===== config.mk =====
export PLATFORM = sky130hd
export DESIGN_NAME = ti_share_masker_flat
export DESIGN_NICKNAME = d
export VERILOG_FILES = /design/src/rtl/ti_share_masker_pkg.sv /design/src/rtl/ti_share_masker_if.sv /design/src/rtl/ti_share_masker_lfsr.sv /design/src/rtl/ti_share_masker.sv /design/src/flat_wrapper.sv
export SDC_FILE = /design/constraint.sdc
export NUM_CORES = 1
export LEC_CHECK = 0
export CORE_MARGIN = 3
export CORE_UTILIZATION = 45
export CTS_CLUSTER_SIZE = 30
export DETAILED_ROUTE_END_ITERATION = 6
export MAX_ROUTING_LAYER = met4
export PLACE_DENSITY = 0.67
export SKIP_CTS_REPAIR_TIMING = 1
export SYNTH_ARGS = -nofsm -noshare
export SYNTH_HDL_FRONTEND = slang
export SYNTH_SLANG_ARGS = --single-unit

===== constraint.sdc =====
create_clock -name clk -period 1.41 [get_ports clk]
set_input_delay 0.282 -clock clk [delete_from_list [all_inputs] [get_ports clk]]
set_output_delay 0.282 -clock clk [all_outputs]
set_load 0.05 [all_outputs]

===== src/rtl/ti_share_masker_pkg.sv =====
// rtl/ti_share_masker_pkg.sv - shared types and the unrolled Galois LFSR advance for the TI masker
package ti_mask_pkg;

    localparam int NIBBLE_W       = 4;
    localparam int LFSR_MAX_W     = 32;
    localparam int LFSR_MAX_STEPS = 32;

    typedef logic [NIBBLE_W-1:0] nibble_t;

    typedef enum logic [0:0] {
        WARMUP = 1'b0,
        RUN    = 1'b1
    } fsm_e;

    // Fixed loop bound keeps the unroll static; steps beyond n pass the state through.
    function automatic logic [LFSR_MAX_W-1:0] lfsr_step_n(
        input logic [LFSR_MAX_W-1:0] state,
        input logic [LFSR_MAX_W-1:0] taps,
        input int                    n
    );
        logic [LFSR_MAX_W-1:0] s;
        s = state;
        for (int i = 0; i < LFSR_MAX_STEPS; i++) begin
            if (i < n) begin
                s = s[0] ? ((s >> 1) ^ taps) : (s >> 1);
            end
        end
        return s;
    endfunction

endpackage


===== src/rtl/ti_share_masker_if.sv =====
// rtl/ti_share_masker_if.sv - nibble-in / shares-out valid-ready bundle for the TI masker
interface ti_share_masker_if
    import ti_mask_pkg::*;
#(
    parameter int NUM_SHARES = 2
);
    logic                           in_valid;
    logic                           in_ready;
    nibble_t                        in_data;
    logic                           out_valid;
    logic                           out_ready;
    logic [NIBBLE_W*NUM_SHARES-1:0] out_shares;

    modport master (
        output in_valid, in_data, out_ready,
        input  in_ready, out_valid, out_shares
    );

    modport slave (
        input  in_valid, in_data, out_ready,
        output in_ready, out_valid, out_shares
    );
endinterface


===== src/rtl/ti_share_masker_lfsr.sv =====
// rtl/ti_share_masker_lfsr.sv - Galois LFSR advancing a fixed number of steps per enable, with zero guard and load
module ti_lfsr_gen
    import ti_mask_pkg::*;
#(
    parameter int                LFSR_W    = 16,
    parameter logic [LFSR_W-1:0] LFSR_TAPS = 16'hB400,
    parameter logic [LFSR_W-1:0] LFSR_SEED = 16'hACE1,
    parameter int                STEPS     = 4
) (
    input  logic              clk,
    input  logic              rst_n,
    input  logic              advance_i,
    input  logic              load_i,
    input  logic [LFSR_W-1:0] load_data_i,
    output logic [LFSR_W-1:0] state_o
);
    logic [LFSR_W-1:0]     state_q;
    logic [LFSR_W-1:0]     state_d;
    logic [LFSR_W-1:0]     next_state;
    logic [LFSR_MAX_W-1:0] stepped;
    logic                  unused_stepped;

    assign stepped        = lfsr_step_n(32'(state_q), 32'(LFSR_TAPS), STEPS);
    assign unused_stepped = ^stepped;

    // An all-zero state would lock the register, so it is replaced by the seed.
    always_comb begin
        next_state = state_q;
        if (load_i) begin
            next_state = load_data_i;
        end else if (advance_i) begin
            next_state = stepped[LFSR_W-1:0];
        end
        state_d = (next_state == '0) ? LFSR_SEED : next_state;
    end

    always_ff @(posedge clk or negedge rst_n) begin
        if (!rst_n) begin
            state_q <= LFSR_SEED;
        end else begin
            state_q <= state_d;
        end
    end

    assign state_o = state_q;

endmodule


===== src/rtl/ti_share_masker.sv =====
// rtl/ti_share_masker.sv - splits a nibble into NUM_SHARES Boolean shares; TI_MASKER_SEED_LOAD_EN adds a seed load port
module ti_share_masker
    import ti_mask_pkg::*;
#(
    parameter int                NUM_SHARES = 2,
    parameter int                LFSR_W     = 16,
    parameter logic [LFSR_W-1:0] LFSR_TAPS  = 16'hB400,
    parameter logic [LFSR_W-1:0] LFSR_SEED  = 16'hACE1,
    parameter int                WARMUP_CYC = 16
) (
    input  logic              clk,
    input  logic              rst_n,
`ifdef TI_MASKER_SEED_LOAD_EN
    input  logic              seed_valid,
    input  logic [LFSR_W-1:0] seed_data,
`endif
    ti_share_masker_if.slave  bus_if
);
    localparam int             K         = NIBBLE_W * (NUM_SHARES - 1);
    localparam int             SH_W      = NIBBLE_W * NUM_SHARES;
    localparam logic [0:0]     ST_WARMUP = 1'(WARMUP);
    localparam logic [0:0]     ST_RUN    = 1'(RUN);
    localparam logic [15:0]    WARM_LAST = 16'(WARMUP_CYC - 1);

    logic [0:0]        fsm_q, fsm_d;
    logic [15:0]       warm_cnt_q, warm_cnt_d;
    logic              out_valid_q, out_valid_d;
    logic [SH_W-1:0]   shares_q, shares_d;
    logic [SH_W-1:0]   fresh_shares;
    logic [LFSR_W-1:0] lfsr_state;
    logic              unused_lfsr;
    logic              seed_load;
    logic [LFSR_W-1:0] seed_word;
    logic              in_ready;
    logic              accept;
    logic              pop;

`ifdef TI_MASKER_SEED_LOAD_EN
    assign seed_load = seed_valid;
    assign seed_word = seed_data;
`else
    assign seed_load = 1'b0;
    assign seed_word = '0;
`endif

    assign in_ready = (fsm_q == ST_RUN) && !seed_load && (!out_valid_q || bus_if.out_ready);
    assign accept   = bus_if.in_valid && in_ready;
    assign pop      = out_valid_q && bus_if.out_ready;

    // Randomness is consumed only by warmup and accepts; idle RUN cycles hold the LFSR.
    ti_lfsr_gen #(
        .LFSR_W    (LFSR_W),
        .LFSR_TAPS (LFSR_TAPS),
        .LFSR_SEED (LFSR_SEED),
        .STEPS     (K)
    ) u_lfsr (
        .clk         (clk),
        .rst_n       (rst_n),
        .advance_i   ((fsm_q == ST_WARMUP) || accept),
        .load_i      (seed_load),
        .load_data_i (seed_word),
        .state_o     (lfsr_state)
    );

    assign unused_lfsr = ^lfsr_state;

    always_comb begin
        fsm_d      = fsm_q;
        warm_cnt_d = warm_cnt_q;
        if (seed_load) begin
            fsm_d      = ST_WARMUP;
            warm_cnt_d = '0;
        end else if (fsm_q == ST_WARMUP) begin
            warm_cnt_d = warm_cnt_q + 16'd1;
            if (warm_cnt_q == WARM_LAST) begin
                fsm_d = ST_RUN;
            end
        end
    end

    // Last share absorbs the nibble so all shares recombine to in_data.
    always_comb begin
        nibble_t acc;
        acc          = bus_if.in_data;
        fresh_shares = '0;
        for (int i = 0; i < NUM_SHARES - 1; i++) begin
            fresh_shares[i*NIBBLE_W +: NIBBLE_W] = lfsr_state[i*NIBBLE_W +: NIBBLE_W];
            acc = acc ^ lfsr_state[i*NIBBLE_W +: NIBBLE_W];
        end
        fresh_shares[SH_W-1 -: NIBBLE_W] = acc;
    end

    always_comb begin
        shares_d    = shares_q;
        out_valid_d = out_valid_q;
        if (accept) begin
            shares_d    = fresh_shares;
            out_valid_d = 1'b1;
        end else if (pop) begin
            out_valid_d = 1'b0;
        end
    end

    always_ff @(posedge clk or negedge rst_n) begin
        if (!rst_n) begin
            fsm_q       <= ST_WARMUP;
            warm_cnt_q  <= '0;
            out_valid_q <= 1'b0;
            shares_q    <= '0;
        end else begin
            fsm_q       <= fsm_d;
            warm_cnt_q  <= warm_cnt_d;
            out_valid_q <= out_valid_d;
            shares_q    <= shares_d;
        end
    end

    assign bus_if.in_ready   = in_ready;
    assign bus_if.out_valid  = out_valid_q;
    assign bus_if.out_shares = shares_q;

endmodule


===== src/flat_wrapper.sv =====
// flat-port wrapper written by rule: the top's interface ports become plain ports
module ti_share_masker_flat import ti_mask_pkg::*;
#(
    parameter int                NUM_SHARES = 2,
    parameter int                LFSR_W     = 16,
    parameter logic [LFSR_W-1:0] LFSR_TAPS  = 16'hB400,
    parameter logic [LFSR_W-1:0] LFSR_SEED  = 16'hACE1,
    parameter int                WARMUP_CYC = 16
)
  (clk, rst_n, bus_if_in_valid, bus_if_in_data, bus_if_out_ready, bus_if_in_ready, bus_if_out_valid, bus_if_out_shares);
  ti_share_masker_if #(.NUM_SHARES(NUM_SHARES)) bus_if_i ();
  input  logic clk;
  input  logic rst_n;
  input wire logic [$bits(bus_if_i.in_valid)-1:0] bus_if_in_valid;
  input wire logic [$bits(bus_if_i.in_data)-1:0] bus_if_in_data;
  input wire logic [$bits(bus_if_i.out_ready)-1:0] bus_if_out_ready;
  output wire logic [$bits(bus_if_i.in_ready)-1:0] bus_if_in_ready;
  output wire logic [$bits(bus_if_i.out_valid)-1:0] bus_if_out_valid;
  output wire logic [$bits(bus_if_i.out_shares)-1:0] bus_if_out_shares;
  assign bus_if_i.in_valid = bus_if_in_valid;
  assign bus_if_i.in_data = bus_if_in_data;
  assign bus_if_i.out_ready = bus_if_out_ready;
  assign bus_if_in_ready = bus_if_i.in_ready;
  assign bus_if_out_valid = bus_if_i.out_valid;
  assign bus_if_out_shares = bus_if_i.out_shares;
  ti_share_masker #(.NUM_SHARES(NUM_SHARES), .LFSR_W(LFSR_W), .LFSR_TAPS(LFSR_TAPS), .LFSR_SEED(LFSR_SEED), .WARMUP_CYC(WARMUP_CYC)) u_core (.clk(clk), .rst_n(rst_n), .bus_if(bus_if_i));
endmodule

==> results.yml, run 1 <==
global_routing:
  grt-ovfl-total: 0
  antenna_found_initial: 0
  top_usage_layer: "met2"
  grt_start_max_net_pins: 25
  grt_pass1_wl_um: 6690
  use_met1_pct: 21.3
  grt_util_met3_pct: 5.23
  grt_usage_pct: 16.8
  first_global_vias: 1423
  met2_usage_pct: 26.1
clocking:
  cts_buffer_depth: 2
  cts_tree: "built"
  cts_made_buffers: 5
  cts_root_buf: "clkbuf_8"
  clock_sinks: 42
  htree_levels: 2
  clock_latency_ps: 290
  clkTransAtPathRegs_ps: 80
timing:
  slew_violations: 0
  max_freq_ghz: 0.673
  period_share_pct: 105
  fin_setup_tns_ps: -463
  tightest_slew_ps: 348
  finClkSkew_ps: 6.67
  hold_viol: 0
  finalSetupViolCount: 8
  rsz0062_at_grt: "yes"
  setup_ws_ps: -75.5
  period_minus_slack_ps: 1490
  slew_headroom_pct: 76.6
cells_and_area:
  layout.cells.non_filler: 261
  syn_to_final_growth_pct: 33.1
  nets: 220
  fin_area_um2: 2670
  drive_gt1_share_pct: 34.6
  final_common_cell: "dfrtp_1"
  antennaDiodeCount: 0
  layout_common_cells: "33 x dfrtp_1, 23 x buf_4, 22 x xnor2_1"
worst_setup_path:
  r2r_start: "u_core.u_lfsr.state_o[1]"
  required_ps: 1630
  path_class: "reg2reg"
  arrival_ps: 1700
  startpoint_type: "register"
  end_kind: "register"
  cp-startpoint: "u_core.u_lfsr.state_o[1]"
  critPathMaxFanout: 8
drt:
  first_iter_violations: 45
  first_pass_iters: 4
  postRouteAntennaNets: 0
  viasPerCell: 5.28
  wirelength_um: 4010
  vias: 1378
  route.detailed.drc: 0
  wl_per_cell_um: 15.4
logic_synthesis:
  ys_seq_elements: 42
  synth_nets: 177
  avgSynthCellArea_um2: 11.9
  ys_warn_count: 0
  synth_area_um2: 2000
  synth.distinct_cells: 33
  ys_seq_area_share_pct: 52.9
  synth_cells: 168
placement:
  post-place-ws_ps: -344
  placed_area_um2: 2490
  gp_congestion: 0.834
  io_buffers: 17
  placed_cells: 249
  dp_hpwl_um: 2850
power:
  p_switching_mw: 1.93
  p_comb_share_pct: 46.4
  vdd_drop_max_mv: 1.10
  static-leakage-power_nw: 1.19
  power_switching_share_pct: 35.5
  powerDensity_nw_per_um2: 2040
  clkPwrFrac_pct: 16.5
  p_seq_share_pct: 37.2
  p_int_mw: 3.50
die:
  die_w_um: 72.7
  dieArea_um2: 5290
  floorplan.initialDensity_pct: 48.4
  num_rows: 23
  ios: 18
  die_y_um: 72.7
  core-area_um2: 4140
hold_path:
  hold_path_class: "in2async"
job:
  drv_cap: 0
run_status:
  violations: "setup timing"
  status: "finished with violations"
[per-layer routing]
layer | vias to the layer above | part of all wire [%]
li1 | 669 | -
met1 | 679 | 47
met2 | 28 | 48
met3 | 2 | 4.8
met4 | 0 | 0.55
met5 | - | 0
[worst max-delay path: stages (launching register included)]
cell	delay, ps
dfrtp_1	410
buf_4	150
buf_4	130
nand3b_1	200
a21oi_4	190
o2111ai_4	200
nand3_1	140
[kinds of logic after synthesis]
group | synth area share [%]
compound gates | 4.99
flops | 52.9
xor+xnor | 13.0
buf+inv | 2.81
fa+ha+maj | 0.624
simple gates | 15.5
mux | 10.2
[registers in the layout, summed over array words and instances, names as in the netlist]
register                  count
u_core.warm_cnt_q            16
u_core.bus_if.out_valid       1
u_core.u_lfsr.state_o        16
u_core.fsm_q                  1
u_core.bus_if.out_shares      8
[path summary, 6_finish.rpt]
| check | depth (start not counted) | endpoint | slack [ps] |
|---|---|---|---|
| min in group clk | 4 | u_core.bus_if.out_valid | 410 |
| worst min-delay path | 2 | u_core.warm_cnt_q[3] | 350 |
| worst max register to register | 6 | u_core.u_lfsr.state_o[13] | -80 |
| worst max-delay path | 6 | u_core.u_lfsr.state_o[13] | -80 |
| worst min register to register | 1 | u_core.warm_cnt_q[15] | 500 |
| max in group asynchronous | 3 | u_core.u_lfsr.state_o[15] | 560 |
[synthesized netlist by cell type]
library cell   n  area (um^2)
or3b_1         1         8.76
nor2_1         7         26.3
xor2_1         5         43.8
a211oi_2       1         12.5
inv_1          1         3.75
and2_1         1         6.26
nor3b_1        1         7.51
o2111ai_4      1         26.3
dfstp_2        8          210
nand4_1        5         31.3
xor3_1         1         23.8
a21oi_1        2         10.0
nor3_1         3         15.0
mux2i_1        8         80.1
a41o_1         1         10.0
and4_1         2         17.5
buf_6          2         22.5
nand3b_1       2         15.0
buf_2          6         30.0
nor4_1         4         25.0
a21o_1         1         7.51
or3_1          2         12.5
nand2_1       11         41.3
and3_1         1         6.26
ha_1           1         12.5
a21oi_2        1         8.76
nand2b_1       2         12.5
dfrtp_1       34          851
o21ai_0        5         25.0
mux2_2        11          124
nand4b_2       1         15.0
xnor2_1       22          193
nand3_1       14         70.1
[layout make-up]
cell class              instances  area (um^2)
repair buffers                 44          510
inverters                       1         3.75
flip-flops and latches         42         1060
clock buffers                   5         68.8
fillers                       316         1480
multi-input cells             117          926
clock inverters                 2         33.8
well taps                      50         62.6
[power by group through the flow]
stage	clock network, mW	registers, mW	logic (mW)
5_1_grt	0.976	2.07	2.68
4_1_cts	0.921	2.00	2.49
6_report	0.893	2.02	2.52
2_1_floorplan	0	2.26	1.22
3_3_place_gp	0	2.00	2.43
3_5_place_dp	0	2.03	2.48
[per-stage QoR]
stage | utilization, % | power (mW) | hold WS (ps)
after floorplan | - | 3.48 | -13.6
after global placement | 60.2 | 4.43 | 112
after detailed placement | 60.2 | 4.50 | 118
after CTS | 62.7 | 5.42 | -193
after global routing | 64.4 | 5.72 | 353
final | 64.4 | 5.43 | 352
(Power assumes the default switching activity.)
==> run 2: changes to the inputs <==
--- a/config.mk
+++ b/config.mk
@@ -5,8 +5,10 @@
 export SDC_FILE = /design/constraint.sdc
 export NUM_CORES = 1
 export LEC_CHECK = 0
+export CAP_MARGIN = 15
 export CORE_MARGIN = 3
 export CORE_UTILIZATION = 45
+export CTS_BUF_LIST = sky130_fd_sc_hd__clkbuf_16
 export CTS_CLUSTER_SIZE = 30
 export DETAILED_ROUTE_END_ITERATION = 6
 export MAX_ROUTING_LAYER = met4
==> results.yml, run 2 (synthesis results as in run 1) <==
cells_and_area:
  final_common_cell: "dfrtp_1"
  layout_common_cells: "33 x dfrtp_1, 22 x xnor2_1, 22 x buf_4"
  fillers: 305
  layout.cells.non_filler: 260
  final_core_util_pct: 65.6
  syn_to_final_growth_pct: 35.6
  multi_input_area_um2: 928
  antennaDiodeCount: 0
  regArea_um2: 1060
  drive_gt1_share_pct: 34.8
  nets: 219
worst_setup_path:
  startpoint_type: "register"
  path_cells: "buf_4 -> buf_4 -> nand3b_1 -> a21oi_4 -> o2111ai_4 -> nand3_1"
  path_class: "reg2reg"
  slowest_stage: "dfrtp_1"
  required_ps: 1620
  critPathMaxFanout: 8
  cpLargestDelayFamily: "flip-flops"
  crit_top_cell: "buf_4"
  arrival_ps: 1690
  slowest_delay_ps: 410
  critPathBufInv: 2
  end_kind: "register"
placement:
  io_buffers: 17
  dp_hpwl_um: 2850
  placed_cells: 249
  gp_congestion: 0.834
die:
  floorplan.initialDensity_pct: 48.4
  num_rows: 23
  ios: 18
  dieArea_um2: 5290
  core-area_um2: 4140
  die_y_um: 72.7
  die_w_um: 72.7
timing:
  finalSetupViolCount: 8
  period_minus_slack_ps: 1480
  slew_headroom_pct: 74.8
  period_share_pct: 105
  hold_viol: 0
  slew_violations: 0
  tightest_slew_ps: 374
  max_freq_ghz: 0.677
  finClkSkew_ps: 4.34
  setup_ws_ps: -66.3
  rsz0062_at_grt: "yes"
global_routing:
  grt_usage_pct: 17.1
  grt-ovfl-total: 0
  antenna_found_initial: 0
  grt_pass1_wl_um: 6780
  grt_start_max_net_pins: 25
  first_global_vias: 1466
clocking:
  cts_root_buf: "clkbuf_16"
  clock_latency_ps: 280
  clock_sinks: 42
  clkTransAtPathRegs_ps: 60
  cts_made_buffers: 5
  htree_levels: 2
  cts_tree: "built"
  cts_buffer_depth: 2
drt:
  first_iter_violations: 52
  wl_per_cell_um: 15.6
  first_pass_iters: 4
  postRouteAntennaNets: 0
  viasPerCell: 5.34
  wirelength_um: 4050
  vias: 1388
  route.detailed.drc: 0
run_status:
  violations: "setup timing"
  status: "finished with violations"
power:
  powerDensity_nw_per_um2: 2130
  static-leakage-power_nw: 1.21
  power_mw: 5.79
  vdd_drop_max_mv: 1.03
job:
  drv_cap: 0
hold_path:
  hold_path_class: "in2async"
-- run 2: cell types whose count changed in the layout (fill, tap and decap cells not counted) --
cell,delta
ha_2,+1
buf_4,-1
clkbuf_8,-5
ha_1,-1
clkbuf_16,+5
-- run 2: power breakdown --
part	total (mW)	internal [mW]	switching, mW
logic	2.52	1.33	1.18
registers	2.03	1.65	0.374
clock network	1.24	0.818	0.424
total	5.79	3.81	1.98
-- run 2: metal layers --
layer	up-vias	GRT usage, %	part of all wire, %
met3	7	5.37	4.7
met5	-	-	0
met2	30	26.3	46
met4	0	6.15	1.6
met1	682	21.3	48
li1	669	-	-
-- run 2: area by class of cell --
cell class                 count  share of cell area, %
clock buffer                   5                   4.60
clock inverter                 2                   1.24
inverter                       1                  0.138
multi-input combinational    117                   34.1
sequential                    42                   39.1
tap                           50                   2.30
timing repair buffer          43                   18.5
-- run 2: stage by stage --
| stage | worst slack, ps | setup TNS [ps] | hold slack [ps] | cell area, um^2 |
|---|---|---|---|---|
| final | -66.3 | -407 | 365 | 2720 |
| after floorplan | 4.08 | 0 | -13.6 | 2020 |
| after CTS | -148 | -1150 | -175 | 2650 |
| after global routing | -111 | -836 | 371 | 2720 |
| after detailed placement | -344 | -6420 | 118 | 2490 |
| after global placement | -288 | -4910 | 112 | 2490 |
-- run 2: path summary, 6_finish.rpt --
| check | cells after the start | endpoint | slack (ps) | start |
|---|---|---|---|---|
| max | 6 | u_core.u_lfsr.state_o[13] | -70 | u_core.u_lfsr.state_o[1] |
| min | 2 | u_core.warm_cnt_q[3] | 360 | rst_n |
| max reg2reg | 6 | u_core.u_lfsr.state_o[13] | -70 | u_core.u_lfsr.state_o[1] |
| min reg2reg | 1 | u_core.warm_cnt_q[15] | 500 | u_core.warm_cnt_q[15] |
| max in group asynchronous | 3 | u_core.u_lfsr.state_o[15] | 550 | rst_n |
| min in group clk | 4 | u_core.bus_if.out_valid | 420 | bus_if_out_ready |
